--- config.mk ---
export PLATFORM = sky130hd
export DESIGN_NAME = muldiv_unit
export DESIGN_NICKNAME = d
export VERILOG_FILES = /design/src/rtl/muldiv_unit.sv
export SDC_FILE = /design/constraint.sdc
export NUM_CORES = 1
export LEC_CHECK = 0
export CAP_MARGIN = 40
export CORE_MARGIN = 2
export CORE_UTILIZATION = 40
export CTS_CLUSTER_SIZE = 40
export DETAILED_ROUTE_END_ITERATION = 8
export DONT_BUFFER_PORTS = 1
export PLACE_DENSITY_LB_ADDON = 0.15
export REMOVE_ABC_BUFFERS = 1
export SKIP_CTS_REPAIR_TIMING = 1
export SYNTH_ARGS = -nofsm -noshare
export SYNTH_HDL_FRONTEND = slang
export SYNTH_SLANG_ARGS = --single-unit
--- constraint.sdc ---
create_clock -name CLK -period 4.3 [get_ports CLK]
set_input_delay 0.43 -clock CLK [delete_from_list [all_inputs] [get_ports CLK]]
set_output_delay 0.43 -clock CLK [all_outputs]
set_load 0.01 [all_outputs]
--- src/rtl/muldiv_unit.sv ---
// Iterative RV32M multiply/divide unit: shift-add multiply and restoring divide, one bit per cycle.
// Optional macro MULDIV_EARLY_OUT_EN lets divide-by-zero and signed overflow skip the iteration phase.
module muldiv_unit #(
  parameter int XLEN = 32
) (
  input  logic            CLK,
  input  logic            RESET_N,
  input  logic            start,
  input  logic [2:0]      control,
  input  logic [XLEN-1:0] i1,
  input  logic [XLEN-1:0] i2,
  output logic            busy,
  output logic            done,
  output logic [XLEN-1:0] o
);

  typedef enum logic [1:0] {IDLE, RUN, DONE} state_t;

  state_t            state;
  logic [2:0]        op;
  logic [XLEN-1:0]   hi, lo, opb;
  logic [5:0]        cnt;
  logic              neg_q, neg_r;

  logic              a_signed, b_signed, a_neg, b_neg, b_zero, is_div;
  logic [XLEN-1:0]   a_mag, b_mag;

  logic [XLEN-1:0]   nxt_hi, nxt_lo;
  logic [XLEN:0]     sum, shifted, diff;

  logic [2*XLEN-1:0] prod, prod_fix;
  logic [XLEN-1:0]   quot_fix, rem_fix, result;

  // Operands are reduced to magnitudes up front; the signs are reapplied once at the end.
  always_comb begin
    is_div   = control[2];
    a_signed = (control == 3'b001) || (control == 3'b010) ||
               (control == 3'b100) || (control == 3'b110);
    b_signed = (control == 3'b001) || (control == 3'b100) || (control == 3'b110);
    a_neg    = a_signed && i1[XLEN-1];
    b_neg    = b_signed && i2[XLEN-1];
    a_mag    = a_neg ? -i1 : i1;
    b_mag    = b_neg ? -i2 : i2;
    b_zero   = (i2 == '0);
  end

`ifdef MULDIV_EARLY_OUT_EN
  logic div_zero_in, ovf_in;

  always_comb begin
    div_zero_in = is_div && b_zero;
    ovf_in      = is_div && !control[0] &&
                  (i1 == {1'b1, {(XLEN-1){1'b0}}}) && (i2 == {XLEN{1'b1}});
  end
`endif

  // Multiply keeps {hi,lo} as the product with the multiplier draining out of lo;
  // divide keeps hi as partial remainder while lo shifts dividend out and quotient in.
  always_comb begin
    nxt_hi  = hi;
    nxt_lo  = lo;
    sum     = '0;
    shifted = '0;
    diff    = '0;
    if (op[2]) begin
      shifted = {hi, lo[XLEN-1]};
      diff    = shifted - {1'b0, opb};
      if (shifted >= {1'b0, opb}) begin
        nxt_hi = diff[XLEN-1:0];
        nxt_lo = {lo[XLEN-2:0], 1'b1};
      end else begin
        nxt_hi = shifted[XLEN-1:0];
        nxt_lo = {lo[XLEN-2:0], 1'b0};
      end
    end else begin
      sum    = {1'b0, hi} + (lo[0] ? {1'b0, opb} : {(XLEN+1){1'b0}});
      nxt_hi = sum[XLEN:1];
      nxt_lo = {sum[0], lo[XLEN-1:1]};
    end
  end

  always_comb begin
    prod     = {hi, lo};
    prod_fix = neg_q ? -prod : prod;
    quot_fix = neg_q ? -lo : lo;
    rem_fix  = neg_r ? -hi : hi;
    case (op)
      3'b000:                 result = prod_fix[XLEN-1:0];
      3'b001, 3'b010, 3'b011: result = prod_fix[2*XLEN-1:XLEN];
      3'b100, 3'b101:         result = quot_fix;
      default:                result = rem_fix;
    endcase
  end

  // A zero divisor never flips the quotient, so it stays all ones; the remainder
  // falls out as the original dividend once its sign is restored.
  always_ff @(posedge CLK or negedge RESET_N) begin
    if (!RESET_N) begin
      state <= IDLE;
      busy  <= 1'b0;
      done  <= 1'b0;
      o     <= '0;
      cnt   <= '0;
      op    <= '0;
      hi    <= '0;
      lo    <= '0;
      opb   <= '0;
      neg_q <= 1'b0;
      neg_r <= 1'b0;
    end else begin
      done <= 1'b0;
      case (state)
        IDLE: begin
          if (start && !done) begin
            op    <= control;
            cnt   <= '0;
            neg_q <= (a_neg ^ b_neg) && !b_zero;
            neg_r <= a_neg;
            hi    <= '0;
            lo    <= is_div ? a_mag : b_mag;
            opb   <= is_div ? b_mag : a_mag;
`ifdef MULDIV_EARLY_OUT_EN
            if (div_zero_in || ovf_in) begin
              hi    <= div_zero_in ? a_mag : '0;
              lo    <= div_zero_in ? {XLEN{1'b1}} : {1'b1, {(XLEN-1){1'b0}}};
              state <= DONE;
            end else begin
              state <= RUN;
              busy  <= 1'b1;
            end
`else
            state <= RUN;
            busy  <= 1'b1;
`endif
          end
        end
        RUN: begin
          hi  <= nxt_hi;
          lo  <= nxt_lo;
          cnt <= cnt + 6'd1;
          if (cnt == 6'd31) begin
            state <= DONE;
            busy  <= 1'b0;
          end
        end
        DONE: begin
          o     <= result;
          done  <= 1'b1;
          state <= IDLE;
        end
        default: state <= IDLE;
      endcase
    end
  end

endmodule

* Word level (Yosys, flattened, before mapping) *
Cells that the tools add are included.
W data, S select, Z words.

word-level totals
  register bits after elaboration = 143
  input bits = 70
  output and inout bits = 34
  logic and storage cells = 82

operators by class
  $add $sub $neg = 8
  order comparisons = 1
  equality and inequality tests = 14
  multiplexer cells = 26
  bitwise operators = 1
  reductions and logical operators = 21

operators with widths
  cell                   number
  $mux W32               12
  $neg A32 Y32           4
  $pmux W32 S2           2
  $pmux W32 S3           1
  $mux W64               1
  $neg A64 Y64           1
  $add A32 B32 Y33       1
  $ge A33 B32 Y1         1
  $logic_not A32 Y1      1
  $sub A32 B32 Y32       1
  $eq A3 B3 Y1 const B   4
  $pmux W6 S2            1
  $eq A3 B2 Y1 const B   3
  $add A6 B1 Y6 const B  1
  $eq A3 B1 Y1 const B   2
  $eq A6 B5 Y1 const B   1
  $mux W6                1
  $reduce_and A2 Y1      3
  $logic_or A1 B1 Y1     5
  $logic_and A1 B1 Y1    4
  $mux W1                4
  $mux W2                2
  $ne A2 B2 Y1 const B   2
  $pmux W2 S2            1
  11 further kinds       12

* Depth between registers and ports, before layout *
  word-level depth = 9
  gate-level depth with buffers = 15

* Worst setup path after synthesis *
OpenSTA, ideal clock, no wires.

  path kind = flip-flop to flip-flop
  start point = register hi[0]
  end point = register hi[31]
  library setup time = 0.122 ns
  data arrival time = 3.115 ns
  required time = 4.178 ns
  slack = 1.063 ns
  stages on the path, launching flop included = 13
  path buffers = 2
  clock period less this slack = 3.237 ns
  cells stage by stage = dfrtp_1 ha_1 nor2b_1 o31a_1 o31ai_1 nand2_1 a31o_2 a21bo_2 clkbuf_1 a21o_1 buf_1 o31a_1 a32o_1

on the way
  cells in the longest elaborated chain, start to end = 4
  elaborated cells between the ends (all ways) = 6

ends and longest elaborated chain
  item                                                line    source
  start: declaration                                  21      logic [XLEN-1:0] hi, lo, opb;
  start signal: assignment                            138     hi <= nxt_hi;
  $sub A32 B32 Y32 or $ge A33 B32 Y1 (tied branches)  67, 68
  $mux W32                                            68      if (shifted >= {1'b0, opb}) begin
  $mux W32 *                                          65      if (op[2]) begin
  $pmux W32 S2 *                                      112     case (state)

Mark *: on every way between the ends. The rest lies on a longest branch, timed or not.
A chain may end at the register's enable or synchronous reset.

* Worst setup path after layout *
  start point = register lo[0]
  end point = register hi[27]

on the way
  cells in the longest elaborated chain, start to end = 4

ends and longest elaborated chain
  item                      line  source
  start: declaration        21
  start signal: assignment  120   lo <= is_div ? a_mag : b_mag;
  start signal: assignment  139   lo <= nxt_lo;
  $mux W32                  76    sum = {1'b0, hi} + (lo[0] ? {1'b0, opb} : {(XLEN+1){1'b0}});
  $add A32 B32 Y33          76
  $mux W32                  65
  $pmux W32 S2              112

Every way passes these cells.

==> results.tsv <==
metric	value	unit
height of the chip	194	µm
Crit path required time	4.65	ns
deepest clock path buffer count	2	
CP Class	reg2reg	
DRT Pass-1 Iters	7	
Final setup viols	0	
CTS tree	built	
antenna viol nets, final	0	
largest net degree at the start of global routing	144	
CP Data Arrival Time	4.12	ns
Tightest Hold Check Type	in2async	
fin area	15500	µm²
Slew headroom	33.2	%
num ports	104	
# diodes	0	
Hold Fails Final Rpt	40	
unrepaired setup endpoints after global routing	no	
clock insertion delay at the later pin of the skew report	0.44	ns
GRT Total Usage	27.1	%
routed length per instance	22.3	µm
fin nets	1975	
Post-Synthesis Cells	1894	
synthesis-stage register bit count	143	
total power density per cell area	950	nW/µm²
global route overflow	0	
biggest cell delay along the critical path	0.46	ns
first-pass GRT wire length	79.2	mm
Starting Density	40.6	%
row cnt	69	
CP top delay family	compound AO/OA/AOI/OAI gates	
Max Clock Skew	0.00989	ns
outcome	finished, violations left	
routed vias	13900	
Final Non-Filler Cells	2308	
area leader, netlist	dfrtp_1	
Final Critical Period	3.77	ns
Max Fclk	265	MHz
Peak VDD IR	0.000337	V
Syn Area/Cell	7.62	µm²
DR WL met2	21.7	mm
most common cell after layout, fill and taps aside	nand2_1	
fin util	43.7	%
PortBufs	0	
Post-synth EDFFs	0	
CTS Buf Count	17	
share of the synthesized area in the top cell type	24.8	%
GP Congestion	0.929	
Pleak	6.51	nW
Root Buffer	clkbuf_16	
vias in the first global route	13300	
total core area	35600	µm²
Critical-path top delay cell	dfrtp_1	
wl on met1	24.5	mm
die footprint	37600	µm²
largest cells by area after synthesis	dfrtp_1 (25%), o21ai_0 (6.8%), xnor2_1 (6.0%)	
most frequent cells in the layout	nand2_1 (211), o21ai_0 (196), nor2_1 (167)	
CP cell instances	inv_1, buf_4, nor2_1, ha_1, a21oi_1, o21ai_0, or3_1, o211ai_1, nand2_1, nor4b_1, a311oi_1, a31o_2, a221oi_1	
Slew Limit Fails	0	
chip width	194	µm
Seq/Total Area, Yosys	24.8	%
Final period util	87.7	%
Final Total Pwr	0.0148	W
Synth warnings	0	
critical path peak fanout	29	
1st-iter DRT viols	1094	
average vias per placed instance	6.03	
routed wl met3	3.71	mm
Post-synth ARST share	100	%
Detail Placement HPWL	39.9	mm
Netlist Area Pre-Place	14400	µm²
antenna violations before repair	0	
Area Overhead vs Synth	7.64	%
worst hold margin	-0.145	ns
WL final	51.5	mm
Post-synth top flop	dfrtp_1	
share of layout cells above drive strength 1	7.15	%
CTS clk-pin slew, worst paths	0.07	ns
Synth cell types	87	
CTS Sinks	143	
maxcap violations	0	
Post-DP Area	14900	µm²
cell count after placement	2275	
DRC errors left	0	
CP endpoint kind	flop	
Fin Setup TNS	0	ns
Bufs and invs on worst path	2	
type of origin of the critical path	flop	
Worst Tran Pin Value	1.00	ns
CTS H-Tree Depth	4	
max layer used	met4	
failing checks	hold timing	
## registers in the layout (all words and copies together), names as in the netlist
signal  cells
busy        1
cnt         6
done        1
hi         32
lo         32
neg_q       1
neg_r       1
o          32
op          3
opb        32
state       2
## worst register-to-register path, cell delays in order (launching register included)
cell      delay (ns)
dfrtp_1         0.46
inv_1           0.14
buf_4           0.35
nor2_1          0.12
ha_1            0.37
a21oi_1         0.16
o21ai_0         0.15
or3_1           0.35
o211ai_1        0.36
nand2_1         0.24
nor4b_1         0.33
a311oi_1        0.10
a31o_2          0.27
a221oi_1        0.28
## metal layers
layer | track usage, % | vias to the layer above
met5 | 0 | -
met4 | 8.70 | 0
met3 | 5.34 | 88
met2 | 40.3 | 546
met1 | 39.2 | 6581
li1 | - | 6712
## layout make-up
cell class	count	area (µm²)
inverter	68	255
clock buffer	18	439
clock inverter	14	155
multi-input combinational	1551	10000
sequential	143	3580
fill	3664	20000
timing repair buffer	53	493
tap	461	577
## cell families after synthesis
group	count (synthesis)	synth area share (%)
adder cells (fa/ha/maj)	71	6.26
XOR/XNOR	198	12.0
AND/OR/NAND/NOR	602	19.5
flip-flops	143	24.8
AO/OA/AOI/OAI	600	26.0
multiplexers	80	5.64
buffers and inverters	200	5.80
## power by group
group | internal, W | leakage (nW) | switching, W
Combinational | 0.00391 | 4.46 | 0.00636
Clock | 0.000881 | 0.288 | 0.000689
Sequential | 0.00201 | 1.76 | 0.000908
Total | 0.00680 | 6.51 | 0.00796
## final timing paths
check,from,to,slack [ns],cells past startpoint
worst max-delay path,lo[0],hi[27],0.53,13
max in group asynchronous,RESET_N,neg_q,3.55,1
min in group CLK,control[1],op[1],0.09,2
worst min-delay path,RESET_N,o[4],-0.15,1
worst max register to register,lo[0],hi[27],0.53,13
worst min register to register,opb[19],opb[19],0.48,2
## synth_stat cells (all sizes together) (17+ instances only)
master  count
nand2     211
o21ai     200
nor2      169
a21oi     148
dfrtp     143
clkbuf    116
xnor2      99
xor2       99
mux2i      70
ha         69
inv        68
nand3      42
nor3       32
o31ai      29
a21o       28
nor4       22
a22oi      20
or3        20
a31oi      17
## metrics by stage
stage	setup slack (ns)	hold WS (ns)
2_1_floorplan	0.894	0.134
3_3_place_gp	0.602	0.140
3_5_place_dp	0.615	0.139
4_1_cts	0.599	-0.332
5_1_grt	0.311	0.0506
6_report	0.529	-0.145
Power figures use the tool's default switching activity.
